<file path="src/rtl/mmio_fifo_ctrl_pkg.sv">
// Shared constants for the MMIO FIFO controller: register map, STATUS/CTRL bit positions
// and the address decoder.
package mmio_fifo_pkg;

  localparam logic [15:0] DATA_OFS   = 16'd0;
  localparam logic [15:0] CTRL_OFS   = 16'd2;
  localparam logic [15:0] STATUS_OFS = 16'd4;
  localparam logic [15:0] THRESH_OFS = 16'd6;

  localparam int ST_EMPTY     = 0;
  localparam int ST_FULL      = 1;
  localparam int ST_OVF       = 2;
  localparam int ST_UDF       = 3;
  localparam int ST_AFULL     = 4;
  localparam int ST_COUNT_LSB = 16;
  localparam int ST_SIG_LSB   = 48;

  localparam logic [15:0] STATUS_SIG = 16'hF1F0;

  localparam int CTRL_FLUSH = 0;
  localparam int CTRL_CLR   = 1;

  typedef enum logic [2:0] {
    REG_NONE   = 3'd0,
    REG_DATA   = 3'd1,
    REG_CTRL   = 3'd2,
    REG_STATUS = 3'd3,
    REG_THRESH = 3'd4
  } reg_sel_e;

  function automatic reg_sel_e reg_decode(input logic [15:0] addr, input logic [15:0] base);
    reg_sel_e sel;
    if (addr == base + DATA_OFS) sel = REG_DATA;
    else if (addr == base + CTRL_OFS) sel = REG_CTRL;
    else if (addr == base + STATUS_OFS) sel = REG_STATUS;
    else if (addr == base + THRESH_OFS) sel = REG_THRESH;
    else sel = REG_NONE;
    return sel;
  endfunction

endpackage

</file>
<file path="src/rtl/mmio_fifo_ctrl_if.sv">
// MMIO request/response bundle between the AFU MMIO decoder (master) and the FIFO controller (slave).
interface mmio_fifo_ctrl_if;
  logic        mmio_wr_valid;
  logic        mmio_rd_valid;
  logic [15:0] mmio_addr;
  logic [8:0]  mmio_tid;
  logic [63:0] mmio_wdata;
  logic        rsp_valid;
  logic [8:0]  rsp_tid;
  logic [63:0] rsp_data;
  logic        hit;

  modport master (
    output mmio_wr_valid, mmio_rd_valid, mmio_addr, mmio_tid, mmio_wdata,
    input  rsp_valid, rsp_tid, rsp_data, hit
  );

  modport slave (
    input  mmio_wr_valid, mmio_rd_valid, mmio_addr, mmio_tid, mmio_wdata,
    output rsp_valid, rsp_tid, rsp_data, hit
  );
endinterface

</file>
<file path="src/rtl/mmio_fifo_ctrl_sync_fifo.sv">
// Show-ahead synchronous FIFO: dout always presents the head entry; flush overrides push and pop.
module sync_fifo #(
  parameter int DEPTH = 16,
  parameter int WIDTH = 64
) (
  input  logic                     clk,
  input  logic                     rst_n,
  input  logic                     push,
  input  logic                     pop,
  input  logic                     flush,
  input  logic [WIDTH-1:0]         din,
  output logic [WIDTH-1:0]         dout,
  output logic [$clog2(DEPTH):0]   count,
  output logic                     full,
  output logic                     empty
);
  localparam int AW = $clog2(DEPTH);

  logic [WIDTH-1:0] mem_r [DEPTH];
  logic [AW-1:0]    wr_ptr_r;
  logic [AW-1:0]    rd_ptr_r;
  logic [AW:0]      count_r;
  logic             do_push_s;
  logic             do_pop_s;

  assign full  = (count_r == (AW+1)'(DEPTH));
  assign empty = (count_r == (AW+1)'(0));
  assign count = count_r;
  assign dout  = mem_r[rd_ptr_r];

  // Qualify requests: a full FIFO still takes a push when a pop frees a slot this cycle.
  always_comb begin
    do_pop_s  = pop && !empty && !flush;
    do_push_s = push && !flush && (!full || (pop && !empty));
  end

  // Pointer and occupancy update; pointers wrap naturally since DEPTH is a power of two.
  always_ff @(posedge clk) begin
    if (!rst_n) begin
      wr_ptr_r <= AW'(0);
      rd_ptr_r <= AW'(0);
      count_r  <= (AW+1)'(0);
    end else if (flush) begin
      wr_ptr_r <= AW'(0);
      rd_ptr_r <= AW'(0);
      count_r  <= (AW+1)'(0);
    end else begin
      if (do_push_s) wr_ptr_r <= wr_ptr_r + AW'(1);
      if (do_pop_s) rd_ptr_r <= rd_ptr_r + AW'(1);
      if (do_push_s && !do_pop_s) count_r <= count_r + (AW+1)'(1);
      else if (do_pop_s && !do_push_s) count_r <= count_r - (AW+1)'(1);
    end
  end

  // Storage array, intentionally left unreset.
  always_ff @(posedge clk) begin
    if (do_push_s) mem_r[wr_ptr_r] <= din;
  end
endmodule

</file>
<file path="src/rtl/mmio_fifo_ctrl.sv">
// Host MMIO front end for a show-ahead FIFO: DATA push/pop, CTRL flush/clear, STATUS and THRESH,
// with a one-cycle registered read response.
module mmio_fifo_ctrl
  import mmio_fifo_pkg::*;
#(
  parameter int          DEPTH     = 16,
  parameter int          WIDTH     = 64,
  parameter logic [15:0] BASE_ADDR = 16'h0020
) (
  input  logic             clk,
  input  logic             rst_n,
  mmio_fifo_ctrl_if.slave  bus,
  output logic             almost_full
);
  localparam int AW = $clog2(DEPTH);

  logic [WIDTH-1:0] head_s;
  logic [AW:0]      count_s;
  logic [AW:0]      thresh_r;
  logic [AW:0]      thresh_in_s;
  logic             full_s, empty_s;
  logic             ovf_r, udf_r, afull_r;
  logic             rsp_valid_r;
  logic [8:0]       rsp_tid_r;
  logic [63:0]      rsp_data_r;
  logic [63:0]      rd_mux_s;
  logic [63:0]      status_s;
  reg_sel_e         sel_s;
  logic             rd_hit_s, wr_data_s, rd_data_s, flush_s, clr_s;
  logic             ovf_set_s, udf_set_s, thresh_wr_s;

  sync_fifo #(.DEPTH(DEPTH), .WIDTH(WIDTH)) u_fifo (
    .clk   (clk),
    .rst_n (rst_n),
    .push  (wr_data_s),
    .pop   (rd_data_s),
    .flush (flush_s),
    .din   (bus.mmio_wdata[WIDTH-1:0]),
    .dout  (head_s),
    .count (count_s),
    .full  (full_s),
    .empty (empty_s)
  );

  // Decode, flag events, THRESH saturation and read-data selection, all from pre-cycle state.
  always_comb begin
    sel_s       = reg_decode(bus.mmio_addr, BASE_ADDR);
    rd_hit_s    = bus.mmio_rd_valid && (sel_s != REG_NONE);
    wr_data_s   = bus.mmio_wr_valid && (sel_s == REG_DATA);
    rd_data_s   = bus.mmio_rd_valid && (sel_s == REG_DATA);
    flush_s     = bus.mmio_wr_valid && (sel_s == REG_CTRL) && bus.mmio_wdata[CTRL_FLUSH];
    clr_s       = bus.mmio_wr_valid && (sel_s == REG_CTRL) && bus.mmio_wdata[CTRL_CLR];
    thresh_wr_s = bus.mmio_wr_valid && (sel_s == REG_THRESH);
    ovf_set_s   = wr_data_s && full_s && !rd_data_s && !flush_s;
    udf_set_s   = rd_data_s && empty_s;
    if (bus.mmio_wdata[AW:0] > (AW+1)'(DEPTH)) thresh_in_s = (AW+1)'(DEPTH);
    else thresh_in_s = bus.mmio_wdata[AW:0];

    status_s                       = 64'h0;
    status_s[ST_EMPTY]             = empty_s;
    status_s[ST_FULL]              = full_s;
    status_s[ST_OVF]               = ovf_r;
    status_s[ST_UDF]               = udf_r;
    status_s[ST_AFULL]             = afull_r;
    status_s[ST_COUNT_LSB +: 16]   = 16'(count_s);
    status_s[ST_SIG_LSB +: 16]     = STATUS_SIG;

    case (sel_s)
      REG_DATA:   rd_mux_s = empty_s ? 64'h0 : 64'(head_s);
      REG_STATUS: rd_mux_s = status_s;
      REG_THRESH: rd_mux_s = 64'(thresh_r);
      REG_CTRL:   rd_mux_s = 64'h0;
      default:    rd_mux_s = 64'h0;
    endcase
  end

  // Response register, sticky flags (set beats clear), threshold and lagging almost-full.
  always_ff @(posedge clk) begin
    if (!rst_n) begin
      rsp_valid_r <= 1'b0;
      rsp_tid_r   <= 9'h0;
      rsp_data_r  <= 64'h0;
      ovf_r       <= 1'b0;
      udf_r       <= 1'b0;
      thresh_r    <= (AW+1)'(DEPTH - 1);
      afull_r     <= 1'b0;
    end else begin
      rsp_valid_r <= rd_hit_s;
      if (rd_hit_s) begin
        rsp_tid_r  <= bus.mmio_tid;
        rsp_data_r <= rd_mux_s;
      end
      if (ovf_set_s) ovf_r <= 1'b1;
      else if (clr_s) ovf_r <= 1'b0;
      if (udf_set_s) udf_r <= 1'b1;
      else if (clr_s) udf_r <= 1'b0;
      if (thresh_wr_s) thresh_r <= thresh_in_s;
      afull_r <= (count_s >= thresh_r);
    end
  end

  assign bus.hit       = (bus.mmio_wr_valid || bus.mmio_rd_valid) && (sel_s != REG_NONE);
  assign bus.rsp_valid = rsp_valid_r;
  assign bus.rsp_tid   = rsp_tid_r;
  assign bus.rsp_data  = rsp_data_r;
  assign almost_full   = afull_r;
endmodule

</file>
<file path="src/flat_wrapper.sv">
// flat-port wrapper written by rule: the top's interface ports become plain ports
module mmio_fifo_ctrl_flat import mmio_fifo_pkg::*;
#(
  parameter int          DEPTH     = 16,
  parameter int          WIDTH     = 64,
  parameter logic [15:0] BASE_ADDR = 16'h0020
)
  (clk, rst_n, almost_full, bus_mmio_wr_valid, bus_mmio_rd_valid, bus_mmio_addr, bus_mmio_tid, bus_mmio_wdata, bus_rsp_valid, bus_rsp_tid, bus_rsp_data, bus_hit);
  mmio_fifo_ctrl_if bus_i ();
  input  logic clk;
  input  logic rst_n;
  output logic almost_full;
  input wire logic [$bits(bus_i.mmio_wr_valid)-1:0] bus_mmio_wr_valid;
  input wire logic [$bits(bus_i.mmio_rd_valid)-1:0] bus_mmio_rd_valid;
  input wire logic [$bits(bus_i.mmio_addr)-1:0] bus_mmio_addr;
  input wire logic [$bits(bus_i.mmio_tid)-1:0] bus_mmio_tid;
  input wire logic [$bits(bus_i.mmio_wdata)-1:0] bus_mmio_wdata;
  output wire logic [$bits(bus_i.rsp_valid)-1:0] bus_rsp_valid;
  output wire logic [$bits(bus_i.rsp_tid)-1:0] bus_rsp_tid;
  output wire logic [$bits(bus_i.rsp_data)-1:0] bus_rsp_data;
  output wire logic [$bits(bus_i.hit)-1:0] bus_hit;
  assign bus_i.mmio_wr_valid = bus_mmio_wr_valid;
  assign bus_i.mmio_rd_valid = bus_mmio_rd_valid;
  assign bus_i.mmio_addr = bus_mmio_addr;
  assign bus_i.mmio_tid = bus_mmio_tid;
  assign bus_i.mmio_wdata = bus_mmio_wdata;
  assign bus_rsp_valid = bus_i.rsp_valid;
  assign bus_rsp_tid = bus_i.rsp_tid;
  assign bus_rsp_data = bus_i.rsp_data;
  assign bus_hit = bus_i.hit;
  mmio_fifo_ctrl #(.DEPTH(DEPTH), .WIDTH(WIDTH), .BASE_ADDR(BASE_ADDR)) u_core (.clk(clk), .rst_n(rst_n), .bus(bus_i), .almost_full(almost_full));
endmodule
</file>
<file path="config.mk">
export PLATFORM = sky130hd
export DESIGN_NAME = mmio_fifo_ctrl_flat
export DESIGN_NICKNAME = d
export VERILOG_FILES = /design/src/rtl/mmio_fifo_ctrl_pkg.sv /design/src/rtl/mmio_fifo_ctrl_if.sv /design/src/rtl/mmio_fifo_ctrl_sync_fifo.sv /design/src/rtl/mmio_fifo_ctrl.sv /design/src/flat_wrapper.sv
export SDC_FILE = /design/constraint.sdc
export NUM_CORES = 1
export LEC_CHECK = 0
export CORE_MARGIN = 10
export CORE_UTILIZATION = 50
export CTS_BUF_LIST = sky130_fd_sc_hd__clkbuf_16
export DETAILED_ROUTE_END_ITERATION = 8
export PLACE_DENSITY_LB_ADDON = 0.2
export SYNTH_ARGS = -nofsm -noshare
export SYNTH_HDL_FRONTEND = slang
export SYNTH_SLANG_ARGS = --single-unit
</file>
<file path="constraint.sdc">
create_clock -name clk -period 7.4 [get_ports clk]
set_input_delay 1.11 -clock clk [delete_from_list [all_inputs] [get_ports clk]]
set_output_delay 1.11 -clock clk [all_outputs]
set_load 0.1 [all_outputs]
</file>
After elaboration in Yosys (flattened, before gate mapping)
Memories as Yosys holds them, arrays and structs flattened. A register that Yosys moved wholly into a read port is not among the register bits.
Index checks and enable logic that the tools add are counted.
Operators by class
  $add $sub $neg: 4
  order comparisons: 2
  eq/ne operators: 9
  multiplexer cells: 16
  bitwise operators: 1
  reductions and logical operators: 32
Operator list (count)
  64-bit case mux with 3 select lines: 1
  16-bit by 6-bit == test with 1-bit output, second input constant: 4
  64-bit 2-to-1 mux: 1
  1-bit logical AND: 18
  5-bit 2-to-1 mux: 3
  3-bit 2-to-1 mux: 4
  4-bit by 1-bit adder with 4-bit output, second input constant: 2
  4-bit 2-to-1 mux: 2
  3-bit by 2-bit == test with 1-bit output, second input constant: 2
  1-bit zero test: 6
  2-bit nonzero test: 3
  5-bit by 1-bit adder with 5-bit output, second input constant: 1
  5-bit == test, second input constant: 1
  5-bit greater-or-equal comparator: 1
  5-bit > comparator, second input constant: 1
  5-bit zero test: 1
  1-bit 2-to-1 mux: 5
  5-bit by 1-bit subtractor with 5-bit output, second input constant: 1
  3-bit by 1-bit == test with 1-bit output, second input constant: 1
  3-bit == test, second input constant: 1
  3-bit nonzero test: 1
  1-bit logical OR: 2
  2-bit OR reduction: 1
  1-bit NOT: 1
Storage, ports and cells
  flip-flop bits (word level): 95
  bits in writable memories: 1024
  input bits: 93
  output and inout bits: 76
  word-level logic and storage cells: 75
  memories: 1
Memory list
  u_core.u_fifo.mem_r: words 16, bits a word 64, rd ports 1, clocked after memory_dff 1, write ports 1, RTL line mmio_fifo_ctrl_sync_fifo.sv:19  | logic [WIDTH-1:0] mem_r [DEPTH];

Depth between registers and ports, before layout
  depth after elaboration: 15
  depth in mapped cells: 13
  mapped depth without buffers: 12

Modules after synthesis
Synthesis repeated with hierarchy kept, for this count alone.
Unflattened totals
  cell total of the unflattened synthesis: 1978
  area total of the unflattened synthesis: 42363.1 sq um
Modules (own cells, without submodules)
  sync_fifo: times used 1, cells each 1675, area each 39181.3 sq um, seq. area each 31089.8 sq um
  mmio_fifo_ctrl: times used 1, cells each 303, area each 3181.8 sq um, seq. area each 1641.6 sq um

Least setup slack after synthesis
OpenSTA, ideal clock, no wires.
  kind: input to register
  from: input port bus_mmio_addr[4]
  to: memory u_core.u_fifo.mem_r[0][0], enable pin
  library setup time: 565 ps
  data arrival time: 6504 ps
  slack: 332 ps
  stages: 7
  cell sequence: nor4b_4 > and4_1 > buf_4 > nand3_1 > clkinv_1 > nand2_1 > nor3_1
On the way
  longest elaborated chain between the ends: 13
RTL lines
  from (decl): RTL line flat_wrapper.sv:15  | input wire logic [$bits(bus_i.mmio_addr)-1:0] bus_mmio_addr;
  16-bit by 6-bit == test with 1-bit output: RTL line mmio_fifo_ctrl_pkg.sv:36  | else if (addr == base + THRESH_OFS) sel = REG_THRESH;
  3-bit 2-to-1 mux: RTL line mmio_fifo_ctrl_pkg.sv:36
  3-bit 2-to-1 mux: RTL line mmio_fifo_ctrl_pkg.sv:35  | else if (addr == base + STATUS_OFS) sel = REG_STATUS;
  3-bit 2-to-1 mux: RTL line mmio_fifo_ctrl_pkg.sv:34  | else if (addr == base + CTRL_OFS) sel = REG_CTRL;
  3-bit 2-to-1 mux *: RTL line mmio_fifo_ctrl_pkg.sv:33  | if (addr == base + DATA_OFS) sel = REG_DATA;
  3-bit by 2-bit == test with 1-bit output: RTL line mmio_fifo_ctrl.sv:51  | flush_s = bus.mmio_wr_valid && (sel_s == REG_CTRL) && bus.mmio_wdata[CTRL_FLUSH];
  1-bit logical AND (2 in series): RTL line mmio_fifo_ctrl.sv:51
  1-bit zero test: RTL line mmio_fifo_ctrl_sync_fifo.sv:34  | do_push_s = push && !flush && (!full || (pop && !empty));
  1-bit logical AND: RTL line mmio_fifo_ctrl_sync_fifo.sv:34
  1-bit logical AND *: RTL line mmio_fifo_ctrl_sync_fifo.sv:34
  named net u_core.u_fifo.do_push_s: RTL line mmio_fifo_ctrl_sync_fifo.sv:23  | logic do_push_s;
  1-bit 2-to-1 mux *: RTL line mmio_fifo_ctrl_sync_fifo.sv:57  | if (do_push_s) mem_r[wr_ptr_r] <= din;
  1-bit 2-to-1 mux (implied by the code) *: RTL line mmio_fifo_ctrl_sync_fifo.sv:57
  to (decl): RTL line mmio_fifo_ctrl_sync_fifo.sv:19
The timed path passes the listed nets; every way through them passes the cells marked *.

Final worst setup path
  from: input port bus_mmio_addr[4]
  to: output port bus_hit
On the way
  longest elaborated chain between the ends: 7
RTL lines
  16-bit by 6-bit == test with 1-bit output: RTL line mmio_fifo_ctrl_pkg.sv:36
  3-bit 2-to-1 mux: RTL line mmio_fifo_ctrl_pkg.sv:36
  3-bit 2-to-1 mux: RTL line mmio_fifo_ctrl_pkg.sv:35
  3-bit 2-to-1 mux: RTL line mmio_fifo_ctrl_pkg.sv:34
  3-bit 2-to-1 mux *: RTL line mmio_fifo_ctrl_pkg.sv:33
  3-bit nonzero test *: RTL line mmio_fifo_ctrl.sv:102  | assign bus.hit = (bus.mmio_wr_valid || bus.mmio_rd_valid) && (sel_s != REG_NONE);
  1-bit logical AND *: RTL line mmio_fifo_ctrl.sv:102
  to (decl): RTL line flat_wrapper.sv:21  | output wire logic [$bits(bus_i.hit)-1:0] bus_hit;
Every way passes the cells marked *; elsewhere a longest branch is shown, timed or not.

==> metrics.log <==
[metrics] outcome: finished clean
[metrics] overall power: roughly 13000 µW
[metrics] clock network latency to the later pin of the worst-skew pair: between 0.6 and 0.7 ns
[metrics] area of the die: 97270 µm²
[metrics] Total Routed Length: ~97000 µm
[metrics] H-tree levels: 3
[metrics] final core utilization: 0.5870
[metrics] number of design rule violations left after detail routing: 0
[metrics] chain of cells forming the critical path: clkdlybuf4s50_1 > nor4b_4 > and4_1 > o21a_1 > clkdlybuf4s50_1
[metrics] length of routed met3 wiring: 6894 µm
[metrics] cell types occupying the most area after synthesis: sky130_fd_sc_hd__edfxtp_1 72%, sky130_fd_sc_hd__mux4_2 13%, sky130_fd_sc_hd__dfxtp_1 4.7%
[metrics] endpoints failing setup: 0
[metrics] pre-CTS setup slack: roughly 2.5 ns
[metrics] GR Util All Layers: 0.1980
[metrics] slowest cell on the critical path: sky130_fd_sc_hd__clkdlybuf4s50_1
[metrics] delay of the slowest critical-path stage: 1.14 ns
[metrics] antenna diode count: 0
[metrics] critical path startpoint: bus_mmio_addr[4]
[metrics] Distinct cells, synth: approximately 60
[metrics] net total in the final layout: 2312
[metrics] number of gates given a new drive strength after cts: 0
[metrics] buffers from clock root to sink, at most: 3
[metrics] count of max-cap constraint violations: 0
[metrics] count of antenna-violating nets left after detailed routing: 0
[metrics] fraction of post-synthesis cell area in the top cell type by area: 0.7219
[metrics] via density per instance: 6.010
[metrics] number of cells on the worst reg-to-reg path: 6
[metrics] number of port buffers: 168
[metrics] arrival time at the worst endpoint: ~3.8 ns
[metrics] R2R setup slack: 4.02 ns
[metrics] residual overflow from global routing: 0
[metrics] TritonCTS clock tree: done
[metrics] data required time at the worst endpoint: 6.29 ns
[metrics] flip-flop and latch count after synthesis: 1123
[metrics] Tightest Pin Transition: 1.151 ns
[metrics] Site Rows: 106
[metrics] share of the clock period used by the worst path after layout: 0.6667
[metrics] library cell with the largest summed area after synthesis: sky130_fd_sc_hd__edfxtp_1
[metrics] kind of capture point of the worst setup path: output pin
[metrics] Post-synth top flop: sky130_fd_sc_hd__edfxtp_1
[metrics] number of clock buffers inserted by TritonCTS: 111
[metrics] cell count after placement: 3225
[metrics] wire length of the first global-routing pass: 144500 µm
[metrics] summed instance area of the synthesized netlist: 42600 µm²
[metrics] final total negative setup slack: 0 ns
[metrics] worst hold path cell count: 2
[metrics] CTS Sinks: 1123
[metrics] count of routing violations after the opening detailed-route iteration: 2123
[metrics] largest net degree at the start of global routing: roughly 140
[metrics] kind of start point of the critical path: input port
[metrics] met2 wire len: 46450 µm
[metrics] total routed wire length on the met1 layer: roughly 42000 µm
[metrics] core area: about 84000 µm²
[metrics] root buffer selected by CTS: sky130_fd_sc_hd__clkbuf_16
[metrics] worst hold path startpoint: u_core.bus.rsp_tid[6]
[metrics] synthesized area per cell: 21.39 µm²
[metrics] drt pass-1 iters: 5
[metrics] average detailed-routed wire length per instance: 28.27 µm
[metrics] Post-synth EDFFs: just over 1000
[metrics] power density over the cells: between 200 and 300 nW/µm²
[metrics] # Post-CTS Setup Buffers: 0
[metrics] post-synthesis net count: 2099
[metrics] class of the tightest hold or removal check: reg2reg
[metrics] number of max-slew violations in the final report: 0
[metrics] VDD IR-drop max: 0.2070 mV
[metrics] Die H: 311.9 µm
[metrics] cell with the most instances on the worst path: sky130_fd_sc_hd__clkdlybuf4s50_1
[metrics] vias post-DR: 20650
[metrics] Hold Path Sink: u_core.bus.rsp_tid[6]
[metrics] biggest fanout along the worst timing path: 10
[metrics] sequential-to-total area share from yosys stat: 0.7684
[metrics] number of global-route vias before repair: around 21000
[metrics] cells after synthesis: 1991
[metrics] layout cell share with drive strength beyond 1: 0.2181
[metrics] reg2reg end: u_core.bus.rsp_data[45]
[metrics] die outline width: between 300 and 400 µm
[metrics] routability congestion estimate from global placement: roughly 0.77
[metrics] highest metal layer with signal wires: met5
[metrics] leakage power figure: 0.01505 µW
[metrics] effective utilization at floorplan: 0.5066
[metrics] buffer and inverter count on the worst path: 2
[metrics] number of hold-slack violations in the final timing report: 0
[metrics] cell family contributing the most delay on the critical path: buffers and inverters
[metrics] Clock Skews: 0.02441 ns
[metrics] FMAX: a little over 0.2 GHz
[metrics] Area Overhead vs Synth: 15.87%
[metrics] share of flip-flops with an asynchronous set or reset: 0
[metrics] number of fillers in the final layout: 6115
[metrics] Synth warnings: 0
[metrics] type of the worst setup path: in2out
[metrics] initial antenna violation count: 3
[metrics] I/O pin total: ~170
[metrics] post-layout instance count excluding filler cells: 3436
[metrics] number of buffers inserted for hold repair after clock tree synthesis: 0
[metrics] slack of the critical path: 2.467 ns
[metrics] Clock transition at path regs: 0.06 ns
[metrics] tightest slew margin relative to the limit: 0.2307
[metrics] final HPWL from detailed placement: between 50000 and 60000 µm
[metrics] crit path time final: roughly 4.9 ns
[metrics] RSZ-0062 raised after global routing: false
==> routing by layer <==
metal,vias up,global-route usage
met5,-,0
met4,2,0.05048
met3,119,0.03883
met2,829,0.3124
met1,10940,0.2822
li1,8759,-
==> layout by cell type, fill, tap and decap left out, types with 5 or more instances in the layout <==
cell type                            n
sky130_fd_sc_hd__edfxtp_1         1024
sky130_fd_sc_hd__mux4_2            248
sky130_fd_sc_hd__clkdlybuf4s50_1   168
sky130_fd_sc_hd__clkbuf_16         115
sky130_fd_sc_hd__dfxtp_1            95
sky130_fd_sc_hd__mux2i_1            80
sky130_fd_sc_hd__nand2_1            51
sky130_fd_sc_hd__o21ai_0            51
sky130_fd_sc_hd__a22oi_1            46
sky130_fd_sc_hd__a22o_1             43
sky130_fd_sc_hd__a21oi_1            34
sky130_fd_sc_hd__clkinv_1           31
sky130_fd_sc_hd__buf_4              31
sky130_fd_sc_hd__inv_1              30
sky130_fd_sc_hd__clkinv_2           29
sky130_fd_sc_hd__nor2_1             26
sky130_fd_sc_hd__bufinv_16          17
sky130_fd_sc_hd__ha_1               14
sky130_fd_sc_hd__nor2_4             12
sky130_fd_sc_hd__o21ai_1            12
sky130_fd_sc_hd__mux2_2             11
sky130_fd_sc_hd__o22ai_1            11
sky130_fd_sc_hd__a211oi_1            9
sky130_fd_sc_hd__buf_12              9
sky130_fd_sc_hd__nand2b_1            8
sky130_fd_sc_hd__xnor2_1             7
sky130_fd_sc_hd__nor3_1              5
sky130_fd_sc_hd__nor3_2              5
sky130_fd_sc_hd__o211ai_1            5
==> tightest hold or removal path, stage by stage (launching register included) <==
cell and delay, ns:
sky130_fd_sc_hd__dfxtp_1 0.30, sky130_fd_sc_hd__nand2_1 0.05, sky130_fd_sc_hd__a21oi_1 0.05
==> synthesized netlist by cell type, drive strengths merged (15+ instances only) <==
library cell	instances
mux4	248
nor2	39
inv	15
mux2i	80
a21oi	35
nand2	51
clkbuf	30
dfxtp	99
a22oi	46
o21ai	63
buf	78
edfxtp	1024
a22o	43
==> layout make-up <==
class | instances | area (µm²) | area share
sequential | 1123 | 32750 | 0.6635
clock buffer | 115 | 2878 | 0.05830
timing repair buffer | 208 | 2095 | 0.04244
clock inverter | 96 | 867.1 | 0.01757
inverter | 16 | 60.06 | 0.001217
multi-input combinational | 744 | 9293 | 0.1883
tap | 1134 | 1419 | 0.02875
==> where the power goes <==
part	leakage (µW)	switching (µW)	internal, µW	total, µW
Combinational	0.00314	111	46.4	158
Sequential	0.0100	0.00512	6910	6910
Clock	0.00192	2320	3390	5710
==> how the worst max path moves through the flow <==
| stage | endpoint | cells past startpoint |
|---|---|---|
| finish | bus_hit | 5 |
| global route | bus_hit | 5 |
| CTS | bus_hit | 5 |
| detailed placement | bus_hit | 5 |
| global placement | bus_hit | 5 |
| floorplan | u_core.u_fifo.mem_r[0][0] | 7 |
==> sequential cells by signal, summed over array words and instances (netlist names), named ones only <==
signal / cells
u_core.bus.rsp_data: 64
u_core.u_fifo.mem_r: 1024
u_core.udf_r: 1
u_core.u_fifo.wr_ptr_r: 4
u_core.bus.rsp_valid: 1
u_core.u_fifo.rd_ptr_r: 4
u_core.almost_full: 1
u_core.thresh_r: 5
u_core.ovf_r: 1
u_core.u_fifo.count: 5
u_core.bus.rsp_tid: 9
==> stage by stage <==
step | cell area [µm²] | hold WS (ns)
floorplan | 42600 | 0.4433
global route | 49360 | 0.4802
detailed placement | 45610 | 0.4437
finish | 49360 | 0.4498
CTS | 49360 | 0.4519
global placement | 45610 | 0.4379
==> kinds of logic after synthesis <==
| group | synth area share |
|---|---|
| buffers and inverters | 0.01639 |
| multiplexers | 0.1528 |
| AO/OA/AOI/OAI | 0.03810 |
| AND/OR/NAND/NOR | 0.01783 |
| XOR/XNOR | 0.001851 |
| adder cells (fa/ha/maj) | 0.004582 |
| flip-flops | 0.7684 |
No activity file was read; power rests on OpenSTA's default activity.
